## src/rtl/upsp_pkg.sv

```systemverilog
// Shared constants and width helpers for the upsample response merger.
package upsp_pkg;
    localparam int SUBPIX = 4;
    localparam int MAX_CH = 4;

    function automatic int beat_width(input int nch, input int cw);
        return SUBPIX * nch * cw;
    endfunction
endpackage

```

## src/rtl/upsp_ch_fifo.sv

```systemverilog
// Per-channel response FIFO; pointers carry an extra wrap bit for full/empty.
module upsp_ch_fifo #(
    parameter int WIDTH = 32,
    parameter int DEPTH = 4
) (
    input  logic             clk,
    input  logic             rst_n,
    input  logic             push,
    input  logic [WIDTH-1:0] din,
    input  logic             pop,
    output logic [WIDTH-1:0] dout,
    output logic             full,
    output logic             empty
);
    localparam int AW = $clog2(DEPTH);
    localparam logic [AW:0] ONE = 1;

    logic [WIDTH-1:0] mem [DEPTH];
    logic [AW:0]      wp;
    logic [AW:0]      rp;

    assign empty = (wp == rp);
    assign full  = (wp[AW] != rp[AW]) && (wp[AW-1:0] == rp[AW-1:0]);
    assign dout  = mem[rp[AW-1:0]];

    always_ff @(posedge clk or negedge rst_n) begin
        if (!rst_n) begin
            wp <= '0;
            rp <= '0;
        end else begin
            if (push && !full) wp <= wp + ONE;
            if (pop && !empty) rp <= rp + ONE;
        end
    end

    always_ff @(posedge clk) begin
        if (push && !full) mem[wp[AW-1:0]] <= din;
    end
endmodule

```

## src/rtl/upsp_rsp_merger.sv

```systemverilog
// Joins per-channel upsample responses into one registered write beat
// with line/frame tracking and a sticky channel-skew flag.
module upsp_rsp_merger
    import upsp_pkg::*;
#(
    parameter int NUM_CH        = 3,
    parameter int CHANNEL_WIDTH = 8,
    parameter int FIFO_DEPTH    = 4,
    parameter int CNT_WIDTH     = 16
) (
    input  logic                                  clk,
    input  logic                                  rst_n,
    input  logic [NUM_CH-1:0]                     ch_rsp_valid,
    output logic [NUM_CH-1:0]                     ch_rsp_ready,
    input  logic [NUM_CH*SUBPIX*CHANNEL_WIDTH-1:0] ch_rsp_data,
    input  logic [CNT_WIDTH-1:0]                  cfg_line_beats,
    input  logic [CNT_WIDTH-1:0]                  cfg_frame_lines,
    output logic                                  upsp_ac_wvalid,
    input  logic                                  ac_upsp_wready,
    output logic [SUBPIX*NUM_CH*CHANNEL_WIDTH-1:0] upsp_ac_wdata,
    output logic                                  upsp_ac_wlast,
    output logic                                  frame_done,
    output logic                                  ch_skew_err
);
    localparam int SW = SUBPIX * CHANNEL_WIDTH;
    localparam int OW = beat_width(NUM_CH, CHANNEL_WIDTH);
    localparam logic [CNT_WIDTH-1:0] ONE = 1;

    logic [NUM_CH-1:0]    full;
    logic [NUM_CH-1:0]    empty;
    logic [NUM_CH-1:0]    push;
    logic [SW-1:0]        head [NUM_CH];
    logic [OW-1:0]        wdata_d;
    logic                 all_avail;
    logic                 load;
    logic                 hs;
    logic                 last_d;
    logic                 frame_end;
    logic [CNT_WIDTH-1:0] beat_cnt;
    logic [CNT_WIDTH-1:0] beat_nxt;
    logic [CNT_WIDTH-1:0] line_cnt;

    // Ready depends only on full so the upstream path stays register-driven.
    assign ch_rsp_ready = ~full;
    assign push         = ch_rsp_valid & ~full;
    assign all_avail    = ~|empty;
    assign hs           = upsp_ac_wvalid & ac_upsp_wready;
    assign load         = all_avail & (!upsp_ac_wvalid | ac_upsp_wready);

    for (genvar c = 0; c < NUM_CH; c++) begin : g_ch
        upsp_ch_fifo #(
            .WIDTH(SW),
            .DEPTH(FIFO_DEPTH)
        ) u_fifo (
            .clk  (clk),
            .rst_n(rst_n),
            .push (push[c]),
            .din  (ch_rsp_data[c*SW +: SW]),
            .pop  (load),
            .dout (head[c]),
            .full (full[c]),
            .empty(empty[c])
        );

        // Subpixel-major packing with channel 0 most significant in each group.
        for (genvar k = 0; k < SUBPIX; k++) begin : g_sub
            assign wdata_d[((SUBPIX-1-k)*NUM_CH + (NUM_CH-1-c))*CHANNEL_WIDTH
                           +: CHANNEL_WIDTH] =
                head[c][(SUBPIX-1-k)*CHANNEL_WIDTH +: CHANNEL_WIDTH];
        end
    end

    always_comb begin
        beat_nxt = beat_cnt;
        if (hs) beat_nxt = upsp_ac_wlast ? '0 : beat_cnt + ONE;
        last_d    = (cfg_line_beats != '0) && (beat_nxt == cfg_line_beats - ONE);
        frame_end = hs && upsp_ac_wlast && (cfg_frame_lines != '0) &&
                    (line_cnt == cfg_frame_lines - ONE);
    end

    always_ff @(posedge clk or negedge rst_n) begin
        if (!rst_n) begin
            upsp_ac_wvalid <= 1'b0;
            upsp_ac_wdata  <= '0;
            upsp_ac_wlast  <= 1'b0;
            frame_done     <= 1'b0;
            ch_skew_err    <= 1'b0;
            beat_cnt       <= '0;
            line_cnt       <= '0;
        end else begin
            beat_cnt   <= beat_nxt;
            frame_done <= frame_end;
            if (hs && upsp_ac_wlast) line_cnt <= frame_end ? '0 : line_cnt + ONE;
            if (load) begin
                upsp_ac_wvalid <= 1'b1;
                upsp_ac_wdata  <= wdata_d;
                upsp_ac_wlast  <= last_d;
            end else if (hs) begin
                upsp_ac_wvalid <= 1'b0;
            end
            ch_skew_err <= ch_skew_err | ((|full) & (|empty));
        end
    end
endmodule

```

## config.mk

```make
export PLATFORM = sky130hd
export DESIGN_NAME = upsp_rsp_merger
export DESIGN_NICKNAME = d
export VERILOG_FILES = /design/src/rtl/upsp_pkg.sv /design/src/rtl/upsp_ch_fifo.sv /design/src/rtl/upsp_rsp_merger.sv
export SDC_FILE = /design/constraint.sdc
export NUM_CORES = 1
export LEC_CHECK = 0
export ABC_AREA = 1
export ABC_CLOCK_PERIOD_IN_PS = 4000
export CORE_ASPECT_RATIO = 2
export CORE_MARGIN = 2
export CORE_UTILIZATION = 57
export CTS_CLUSTER_SIZE = 16
export DETAILED_ROUTE_END_ITERATION = 10
export MAX_ROUTING_LAYER = met4
export PLACE_DENSITY = 0.88
export REMOVE_ABC_BUFFERS = 1
export SLEW_MARGIN = 20
export SYNTH_ARGS = -nofsm -noshare
export SYNTH_HDL_FRONTEND = slang
export SYNTH_SLANG_ARGS = --single-unit
```

## constraint.sdc

```tcl
create_clock -name clk -period 4 [get_ports clk]
set_clock_uncertainty 0.2 [all_clocks]
set_input_delay 0.6 -clock clk [delete_from_list [all_inputs] [get_ports clk]]
set_output_delay 0.6 -clock clk [all_outputs]
set_load 0.05 [all_outputs]
```

; ---- Yosys cells after proc, flatten, opt, wreduce, memory -nomap -nowiden
; Memories as Yosys holds them, arrays and structs flattened. A register that Yosys moved wholly into a read port is not among the register bits.
; Index checks and enable logic that the tools add are counted.
[word_totals]
reg_bits = 54
mem_bits_rw = 384
input_bits = 134
out_inout_bits = 103
memories = 3
[classes]
n_addsub = 10
n_eq_ne = 11
mux = 11
n_bitwise = 7
reduce_logical = 29
[memory_table]
columns = name, depth, word_bits, rd, rd_ports_with_merged_regs, wr, line
row1 = g_ch[0].u_fifo.mem, 4, 32, 1, 1, 1, upsp_ch_fifo.sv:18  ; logic [WIDTH-1:0] mem [DEPTH];
row2 = g_ch[1].u_fifo.mem, 4, 32, 1, 1, 1, upsp_ch_fifo.sv:18
row3 = g_ch[2].u_fifo.mem, 4, 32, 1, 1, 1, upsp_ch_fifo.sv:18
[op_table]
columns = operator, n
row1 = $mux W16, 3
row2 = $add A16 B1 Y16 const B, 2
row3 = $eq A16 B16 Y1, 2
row4 = $reduce_bool A16 Y1, 2
row5 = $sub A16 B1 Y16 const B, 2
row6 = $add A3 B1 Y3 const B, 6
row7 = $logic_and A1 B1 Y1, 13
row8 = $logic_not A1 Y1, 11
row9 = $eq A3 B3 Y1, 3
row10 = $mux W1, 8
row11 = $eq A2 B2 Y1, 3
row12 = $reduce_or A3 Y1, 2
row13 = $and A1 B1 Y1, 3
row14 = $and A3 B3 Y3, 1
row15 = $ne A1 B1 Y1, 3
row16 = $not A3 Y3, 1
row17 = $or A1 B1 Y1, 2
row18 = $reduce_bool A2 Y1, 1

; ---- Longest topological paths before layout
; Gate-level depths: netlist (run 1).
[depth]
word_depth = 7
ltp_mapped = 15
depth_no_buf = 15

; ---- Hierarchy
; Synthesis (run 1) repeated with hierarchy kept, for this count alone.
[unflattened]
cells_unflattened = 2101
hier_area_um2 = 22562.9
[by_module_without_submodules]
columns = module, instances, cells_per_inst, area_each_um2, seq_area_each_um2
row1 = upsp_ch_fifo (g_ch[0].u_fifo ...), 2, 369, 5173.7, 3993.8
row2 = upsp_rsp_merger, 1, 993, 7045.5, 3303.2
row3 = upsp_ch_fifo (g_ch[2].u_fifo), 1, 370, 5170.0, 3993.8

; ---- Worst setup path after synthesis (run 1)
; No wires, ideal clock.
[synth_path]
path_type = reg2reg
startpoint = register g_ch[0].u_fifo.rp[1]
endpoint = memory g_ch[0].u_fifo.mem[3][0] (enable)
setup_time_ns = 0.424
arrival_ns = 2.852
setup_slack_ns = 0.524
path_stages_with_launch = 8
period_less_slack_ns = 3.476
cell_sequence = dfrtp_1 > buf_2 > inv_2 > nand2_1 > nand2_1 > nand4_1 > nand2_1 > nor2_1
[synth_via]
elab_chain_cells = 7
word_cells_on_any_way = 8
classes_between = eq/ne: 1 / mux: 2 / bitwise: 2 / reduce/logical: 3
[synth_lines]
columns = element, line
row1 = from (decl), upsp_ch_fifo.sv:20  ; logic [AW:0] rp;
row2 = from (signal assigned), upsp_ch_fifo.sv:32  ; if (pop && !empty) rp <= rp + ONE;
row3 = $eq A2 B2 Y1, upsp_ch_fifo.sv:23  ; assign full = (wp[AW] != rp[AW]) && (wp[AW-1:0] == rp[AW-1:0]);
row4 = $logic_and A1 B1 Y1, upsp_ch_fifo.sv:23
row5 = $not A3 Y3, --
row6 = named net ch_rsp_ready[0], upsp_rsp_merger.sv:14  ; output logic [NUM_CH-1:0] ch_rsp_ready,
row7 = $and A3 B3 Y3, upsp_rsp_merger.sv:45  ; assign push = ch_rsp_valid & ~full;
row8 = $logic_and A1 B1 Y1, upsp_ch_fifo.sv:37  ; if (push && !full) mem[wp[AW-1:0]] <= din;
row9 = $mux W1, upsp_ch_fifo.sv:37
row10 = $mux W1 (implied by the code), upsp_ch_fifo.sv:37
row11 = to (decl), upsp_ch_fifo.sv:18
; The timed path passes the listed nets, and every way through them passes these cells.

; ---- Final worst setup path (run 1)
[layout_path]
startpoint = register g_ch[1].u_fifo.rp[2]
endpoint = output port ch_rsp_ready[1]
[layout_via]
elab_chain_cells = 3
[layout_lines]
columns = element, line
row1 = from (decl), upsp_ch_fifo.sv:20
row2 = from (signal assigned), upsp_ch_fifo.sv:32
row3 = $ne A1 B1 Y1, upsp_ch_fifo.sv:23
row4 = $logic_and A1 B1 Y1, upsp_ch_fifo.sv:23
row5 = $not A3 Y3, upsp_rsp_merger.sv:44  ; assign ch_rsp_ready = ~full;
row6 = to (decl), upsp_rsp_merger.sv:14
; Every way passes these cells.

==> results of run 1 <==
## path summary, 6_finish.rpt
kind	slack [ns]	endpoint	from	depth (start not counted)
max	1.00	ch_rsp_ready[1]	g_ch[1].u_fifo.rp[2]$_DFFE_PN0P_	3
min	0.26	ch_skew_err$_DFF_PN0_	ch_skew_err$_DFF_PN0_	1
max reg2reg	1.25	g_ch[2].u_fifo.mem[0][16]$_DFFE_PP_	g_ch[2].u_fifo.wp[1]$_DFFE_PN0P_	7
min reg2reg	0.26	ch_skew_err$_DFF_PN0_	ch_skew_err$_DFF_PN0_	1
max in group asynchronous	2.23	upsp_ac_wdata[90]$_DFFE_PN0P_	rst_n	3
min in group asynchronous	0.45	upsp_ac_wdata[31]$_DFFE_PN0P_	rst_n	2
## registers in the layout, summed over array words and instances (netlist names)
register and count:
g_ch.u_fifo.wp 9, beat_cnt 16, ch_skew_err 1, upsp_ac_wdata 96
g_ch.u_fifo.mem 384, frame_done 1, line_cnt 16, upsp_ac_wlast 1
upsp_ac_wvalid 1, g_ch.u_fifo.rp 9
## cell families after synthesis
kind of cell | share of synthesized area
compound gates | 0.0791
xor+xnor | 0.0192
flops | 0.684
simple gates | 0.166
fa+ha+maj | 0.0118
buf+inv | 0.0400
## cells in the mapped netlist, drive strengths merged
master    n  area (µm²)
clkinv    3        11.3
o21ai   205        1030
xor2     33         289
or2       3        18.8
nand3    60         330
nor3b     1        12.5
a21o      2        15.0
nand4    14         109
nor3      3        26.3
ha       21         263
nand2   225         872
edfxtp  384       11500
clkbuf   35         131
inv     129         487
nor4      1        6.26
xnor2    16         140
a31oi    97         607
nand3b    9        71.3
buf      48         265
o21bai    5        37.5
nor2    581        2270
dfrtp   150        3750
a21oi    16        80.1
## through the flow
| step | setup slack [ns] | utilization |
|---|---|---|
| after floorplan | -0.755 | - |
| after global placement | 1.11 | 0.655 |
| after detailed placement | 1.05 | 0.655 |
| after CTS | 0.966 | 0.693 |
| after global routing | 0.882 | 0.693 |
| final | 1.00 | 0.693 |
## per-layer routing
layer,wire [µm],global-route usage,vias up
met4,3450,0.171,0
met2,29500,0.481,678
met1,19000,0.290,7718
met5,0,-,-
met3,3340,0.0413,180
li1,-,-,7395
## cell type report
| class | instances | area (µm²) |
|---|---|---|
| Antenna cell | 11 | 27.5 |
| Timing Repair Buffer | 266 | 2650 |
| Tap cell | 520 | 651 |
| Fill cell | 2720 | 11900 |
| Sequential cell | 534 | 15300 |
| Inverter | 132 | 498 |
| Clock inverter | 19 | 149 |
| Clock buffer | 64 | 1290 |
| Multi-Input combinational cell | 1292 | 6270 |
## report_power, final
group	total (mW)	switching, mW	internal [mW]
registers	8.32	0.686	7.63
logic	8.93	6.26	2.67
clock network	4.30	1.96	2.33
total	21.5	8.91	12.6
==> flow_summary.ini, run 1 <==
[pwr]
p_leak_nw = 10.3
vdd_drop_max_mv = 0.631
total_power_mw = 21.5
power_density_mw_per_mm2 = 803

[sta]
rsz0062_at_grt = no
worst_pin_slew_ns = 0.971
setup_tns_ns = 0
hold_viol = 0
finalSetupViolCount = 0
slew_headroom = 0.353
max_freq_mhz = 333
period_needed_ns = 3.00
finalMaxSlewViolations = 0
post-route-period-util = 0.750
whs_ns = 0.264

[placement]
gp_congestion = 0.962
io_buffer_count = 236
dp.final_hpwl_um = 35700
place_area_mm2 = 0.0253
dpl.cell_count = 2743

[status]
status = complete, but fails checks
failed_checks = DRC

[synthesis]
postSynthCellCount = 2041
post_synth.cell_area_avg_um2 = 11.0
synth_area_mm2 = 0.0224
synth_cell_types = 38
ys_ff_latch = 534
yosys_warnings = 0
synth_seq_area_share = 0.684

[worst_setup_path]
slowest_delay_ns = 0.84
path_cells = xnor2_1, nand3b_1, clkdlybuf4s50_1
arrival_ns = 2.20
path_class = reg2out
cpMaxStageDelayCell = clkdlybuf4s50_1
crit_buf_inv = 1
endpoint_kind = primary output
cp.required_ns = 3.20
start_kind = register
path_delay_family = buffers and inverters
worstPathMaxFanout = 3

[cells_and_area]
drive_above_1_share = 0.0702
fin_nets = 2426
area_growth_pct = 20.0
final_cell_mix = 552 x nor2_1, 384 x edfxtp_1, 233 x clkdlybuf4s50_1
fin_area_mm2 = 0.0268
final_common_cell = nor2_1
fin_cells = 2838

[clocking]
cts_root_buf = clkbuf_16
cts_sinks = 534
cts_tree = built
post_cts_buffers = 0
cts_resized = 0
clock_latency_ns = 0.56
clk_path_buf_depth = 3
htree_levels = 2
path_clk_slew_ns = 0.07
numCtsBuffers = 45
cts_hold_buf = 1

[die]
io_pins = 237
start_util = 0.578
num_rows = 102
dieHeight_um = 284
die_area_mm2 = 0.0409
dieWidth_um = 144
core_area_mm2 = 0.0387

[flow_run]
cap_violations = 0

[detailed_routing]
drt_iter0_markers = 1050
drc = 1
routed_wl_um = 55300
vias = 15971
wl_per_cell_um = 19.5
dr.pass1.iters = 11
via_per_inst = 5.63
final_antenna_net_count = 0

[grt]
grt_first_pass_wirelength_um = 84400
track_usage = 0.277
antenna_found_initial = 11
grt_start_max_net_pins = 109
grt_pass1_vias = 16266
grt_overflow = 0

[hold_path]
min_path_type = reg2reg
(Power assumes the default switching activity.)
==> inputs of run 2 (changes only) <==
--- a/config.mk
+++ b/config.mk
@@ -6,7 +6,7 @@
 export NUM_CORES = 1
 export LEC_CHECK = 0
 export ABC_AREA = 1
-export ABC_CLOCK_PERIOD_IN_PS = 4000
+export ABC_CLOCK_PERIOD_IN_PS = 3020
 export CORE_ASPECT_RATIO = 2
 export CORE_MARGIN = 2
 export CORE_UTILIZATION = 57
==> constraint.sdc (replaced) <==
create_clock -name clk -period 3.02 [get_ports clk]
set_clock_uncertainty 0.2 [all_clocks]
set_input_delay 0.453 -clock clk [delete_from_list [all_inputs] [get_ports clk]]
set_output_delay 0.453 -clock clk [all_outputs]
set_load 0.05 [all_outputs]
==> run 2 against run 1 <==
  * The run now ends clean
  * Core utilization increased by 0.56 points
  * Sequential share of layout area decreased by 0.45 points
  * Die area stayed put
==> flow_summary.ini, run 2 (same netlist as run 1, synthesis figures left out) <==
[worst_setup_path]
endpoint_kind = primary output
crit_buf_inv = 1
path_cells = clkdlybuf4s50_1
path_class = reg2out
cp-startpoint = upsp_ac_wlast$_DFFE_PN0P_
cp.required_ns = 2.37
path_delay_family = buffers and inverters
slowest_delay_ns = 0.90
start_kind = register
timing.rr.start = g_ch[2].u_fifo.wp[1]$_DFFE_PN0P_
worstPathMaxFanout = 5
cpMaxStageDelayCell = clkdlybuf4s50_1
arrival_ns = 2.02

[grt]
track_usage = 0.282
grt_overflow = 0
antenna_found_initial = 5
grt_pass1_vias = 16594
grt_first_pass_wirelength_um = 85600
grt_start_max_net_pins = 69

[clocking]
htree_levels = 2
clock_latency_ns = 0.56
cts_root_buf = clkbuf_16
cts_sinks = 534
path_clk_slew_ns = 0.07
clk_path_buf_depth = 3
cts_tree = built
numCtsBuffers = 44
cts_resized = 0

[die]
num_rows = 102
dieHeight_um = 284
core_area_mm2 = 0.0387
dieWidth_um = 144
start_util = 0.578
io_pins = 237
die_area_mm2 = 0.0409

[placement]
dp_slack_ns = 0.251
io_buffer_count = 236
place_area_mm2 = 0.0256
dp.final_hpwl_um = 36300
gp_congestion = 0.913

[cells_and_area]
fin_nets = 2433
fin_area_mm2 = 0.0270
multiInputGateArea_mm2 = 0.00627
drive_above_1_share = 0.0744
largest_reg_flops = 384
area_growth_pct = 20.9
final_cell_mix = 552 x nor2_1, 384 x edfxtp_1, 232 x clkdlybuf4s50_1
fill_cells = 2633
seqCellArea_mm2 = 0.0153
final_common_cell = nor2_1

[detailed_routing]
drt_iter0_markers = 977
routed_wl_um = 55400
via_per_inst = 5.58
dr.pass1.iters = 6
wl_per_cell_um = 19.5
vias = 15833
final_antenna_net_count = 0
drc = 0

[sta]
max_freq_mhz = 374
slew_headroom = 0.491
setup_tns_ns = 0
finalSetupViolCount = 0
period_needed_ns = 2.68
final_critical_path_setup_slack_ns = 0.344
post-route-period-util = 0.886
worst_pin_slew_ns = 0.764
rsz0062_at_grt = no
hold_viol = 0
finalMaxSlewViolations = 0

[pwr]
power_density_mw_per_mm2 = 1070
p_leak_nw = 10.4
vdd_drop_max_mv = 0.926

[hold_path]
min-delay-start = ch_skew_err$_DFF_PN0_
min_path_type = reg2reg

[flow_run]
cap_violations = 0

[status]
status = complete, no violations
[run 2: area by class of cell]
type	count	share of cell area
flip-flops and latches	534	0.566
multi-input cells	1292	0.232
repair buffers	274	0.106
clock buffers	63	0.0483
well taps	520	0.0241
inverters	132	0.0184
clock inverters	18	0.00523
diodes	5	0.000463
[run 2: power by group]
group / internal (mW) / leakage, nW / switching [mW] / total [mW]
Combinational: 3.85 / 4.45 / 8.36 / 12.2
Clock: 3.12 / 0.713 / 2.55 / 5.68
Sequential: 10.1 / 5.21 / 0.932 / 11.0
Total: 17.1 / 10.4 / 11.8 / 28.9
[run 2: path summary, 6_finish.rpt]
kind	end	slack (ns)	depth (start not counted)
setup / recovery	upsp_ac_wlast	0.34	1
hold / removal	ch_skew_err$_DFF_PN0_	0.27	1
setup reg to reg	g_ch[2].u_fifo.mem[0][5]$_DFFE_PP_	0.53	7
hold reg to reg	ch_skew_err$_DFF_PN0_	0.27	1
max in group asynchronous	upsp_ac_wdata[9]$_DFFE_PN0P_	1.55	3
min in group asynchronous	upsp_ac_wdata[1]$_DFFE_PN0P_	0.30	2
[run 2: through the flow]
| step | power [mW] | cells | hold WS, ns | utilization |
|---|---|---|---|---|
| 3_3_place_gp | 22.8 | 2751 | 0.254 | 0.661 |
| 3_5_place_dp | 23.4 | 2751 | 0.245 | 0.661 |
| 4_1_cts | 29.1 | 2833 | 0.265 | 0.699 |
| 2_1_floorplan | 18.6 | 1958 | -0.0426 | - |
| 5_1_grt | 30.5 | 2838 | 0.282 | 0.699 |
| 6_report | 28.9 | 2838 | 0.265 | 0.699 |
[run 2: timing repair]
item,4_1_cts,5_1_grt
setup endpoints to repair,0,0
hold buffers,1,0
buffers inserted,0,0
endpoints found under the hold margin,62,0
[run 2: layer usage]
layer / vias to the layer above / track usage / wire length, µm
met2: 597 / 0.509 / 30500
li1: 7394 / - / -
met4: 0 / 0.156 / 3240
met1: 7659 / 0.283 / 18400
met5: - / - / 0
met3: 183 / 0.0450 / 3170
==> inputs of run 3 (changes only) <==
--- a/config.mk
+++ b/config.mk
@@ -13,7 +13,7 @@
 export CTS_CLUSTER_SIZE = 16
 export DETAILED_ROUTE_END_ITERATION = 10
 export MAX_ROUTING_LAYER = met4
-export PLACE_DENSITY = 0.88
+export PLACE_DENSITY = 0.79
 export REMOVE_ABC_BUFFERS = 1
 export SLEW_MARGIN = 20
 export SYNTH_ARGS = -nofsm -noshare
==> run 3 against run 2 <==
  * Cell count shrank 0.11%
  * Sequential cell count did not move
  * Critical endpoint unchanged
  * Via count decreased by 0.63%
  * Die area unchanged
  * Sequential power hardly changed
  * Largest cell class unchanged
==> flow_summary.ini, run 3 (same netlist as run 1, synthesis figures left out) <==
[worst_setup_path]
arrival_ns = 1.95
crit_buf_inv = 1
path_cells = clkdlybuf4s50_1
cpMaxStageDelayCell = clkdlybuf4s50_1
rr_worst_depth = 7
slowest_delay_ns = 0.89
endpoint_kind = primary output
worst-path-stages = 1
path_class = reg2out
cp.required_ns = 2.37
worstPathMaxFanout = 5
start_kind = register
path_delay_family = buffers and inverters

[sta]
period_needed_ns = 2.61
hold_viol = 0
post-route-period-util = 0.863
max_freq_mhz = 384
finalSetupViolCount = 0
worst_pin_slew_ns = 1.00
rsz0062_at_grt = no
slew_headroom = 0.333
setup_tns_ns = 0
finalMaxSlewViolations = 0

[clocking]
cts_hold_buf = 1
post_cts_buffers = 0
clock_latency_ns = 0.56
clk_path_buf_depth = 3
htree_levels = 2
cts_tree = built
path_clk_slew_ns = 0.07
numCtsBuffers = 45
cts_sinks = 534
cts_root_buf = clkbuf_16
cts_resized = 0

[cells_and_area]
final_common_cell = nor2_1
seqCellArea_mm2 = 0.0153
final_cell_mix = 552 x nor2_1, 384 x edfxtp_1, 232 x clkdlybuf4s50_1
drive_above_1_share = 0.0701
fill_cells = 2779
largest_reg_flops = 384
final_core_util = 0.696
multiInputGateArea_mm2 = 0.00627
fin_cells = 2835
area_growth_pct = 20.4
fin_nets = 2431

[detailed_routing]
vias = 15733
wl_per_cell_um = 19.2
drc = 0
via_per_inst = 5.55
routed_wl_um = 54500
drt_iter0_markers = 1102
dr.pass1.iters = 5
final_antenna_net_count = 0

[status]
status = complete, no violations

[grt]
grt_pass1_vias = 16015
grt_start_max_net_pins = 78
antenna_found_initial = 4
grt_overflow = 0
track_usage = 0.275
grt_first_pass_wirelength_um = 83200

[pwr]
p_leak_nw = 10.3
vdd_drop_max_mv = 0.891
power_density_mw_per_mm2 = 1070

[die]
num_rows = 102
core_area_mm2 = 0.0387
dieHeight_um = 284
start_util = 0.578
die_area_mm2 = 0.0409
io_pins = 237
dieWidth_um = 144

[hold_path]
min_path_type = in2async

[placement]
dp.final_hpwl_um = 35000
io_buffer_count = 236
gp_congestion = 0.885
dpl.cell_count = 2748

[flow_run]
cap_violations = 0
==> run 3: changes by cell type in the layout (fill, tap and decap cells not counted), moves of 4 or more <==
cell and change:
buf_12 -7, clkbuf_1 +7, buf_4 +4, clkbuf_8 -9, bufinv_16 +4
==> run 3: final timing paths <==
kind / start / to / slack (ns)
worst max-delay path: upsp_ac_wlast$_DFFE_PN0P_ / upsp_ac_wlast / 0.41
min in group clk: ch_skew_err$_DFF_PN0_ / ch_skew_err$_DFF_PN0_ / 0.26
max in group asynchronous: rst_n / upsp_ac_wdata[37]$_DFFE_PN0P_ / 1.63
worst min register to register: ch_skew_err$_DFF_PN0_ / ch_skew_err$_DFF_PN0_ / 0.26
worst max register to register: g_ch[2].u_fifo.wp[1]$_DFFE_PN0P_ / g_ch[2].u_fifo.mem[0][18]$_DFFE_PP_ / 0.41
worst min-delay path: rst_n / upsp_ac_wdata[52]$_DFFE_PN0P_ / 0.26
==> run 3: area by class of cell <==
cell class              count  share of cell area
clock inverters            22             0.00916
multi-input cells        1292               0.233
well taps                 520              0.0242
inverters                 132              0.0185
diodes                      4            0.000372
repair buffers            271               0.102
clock buffers              60              0.0447
flip-flops and latches    534               0.568
==> run 3: power breakdown <==
group          total, mW  internal, mW  switching [mW]
Combinational       11.9          3.66            8.29
Sequential          11.0          10.1           0.886
Clock               5.76          3.24            2.52
Total               28.7          17.0            11.7
==> run 3: routing by layer <==
| layer | global-route usage | vias up | wire, µm |
|---|---|---|---|
| met5 | - | - | 0 |
| met4 | 0.144 | 0 | 2610 |
| met3 | 0.0445 | 145 | 3290 |
| met2 | 0.494 | 556 | 29800 |
| met1 | 0.284 | 7634 | 18900 |
| li1 | - | 7398 | - |
==> run 3: through the flow <==
step | instance area, µm² | worst slack [ns] | power (mW) | hold slack [ns]
6_report | 26900 | 0.413 | 28.7 | 0.260
5_1_grt | 26900 | 0.235 | 30.3 | 0.295
4_1_cts | 26900 | 0.365 | 28.9 | 0.262
3_5_place_dp | 25500 | 0.262 | 23.1 | 0.248
3_3_place_gp | 25500 | 0.293 | 22.6 | 0.247
2_1_floorplan | 22000 | -1.74 | 18.6 | -0.0426
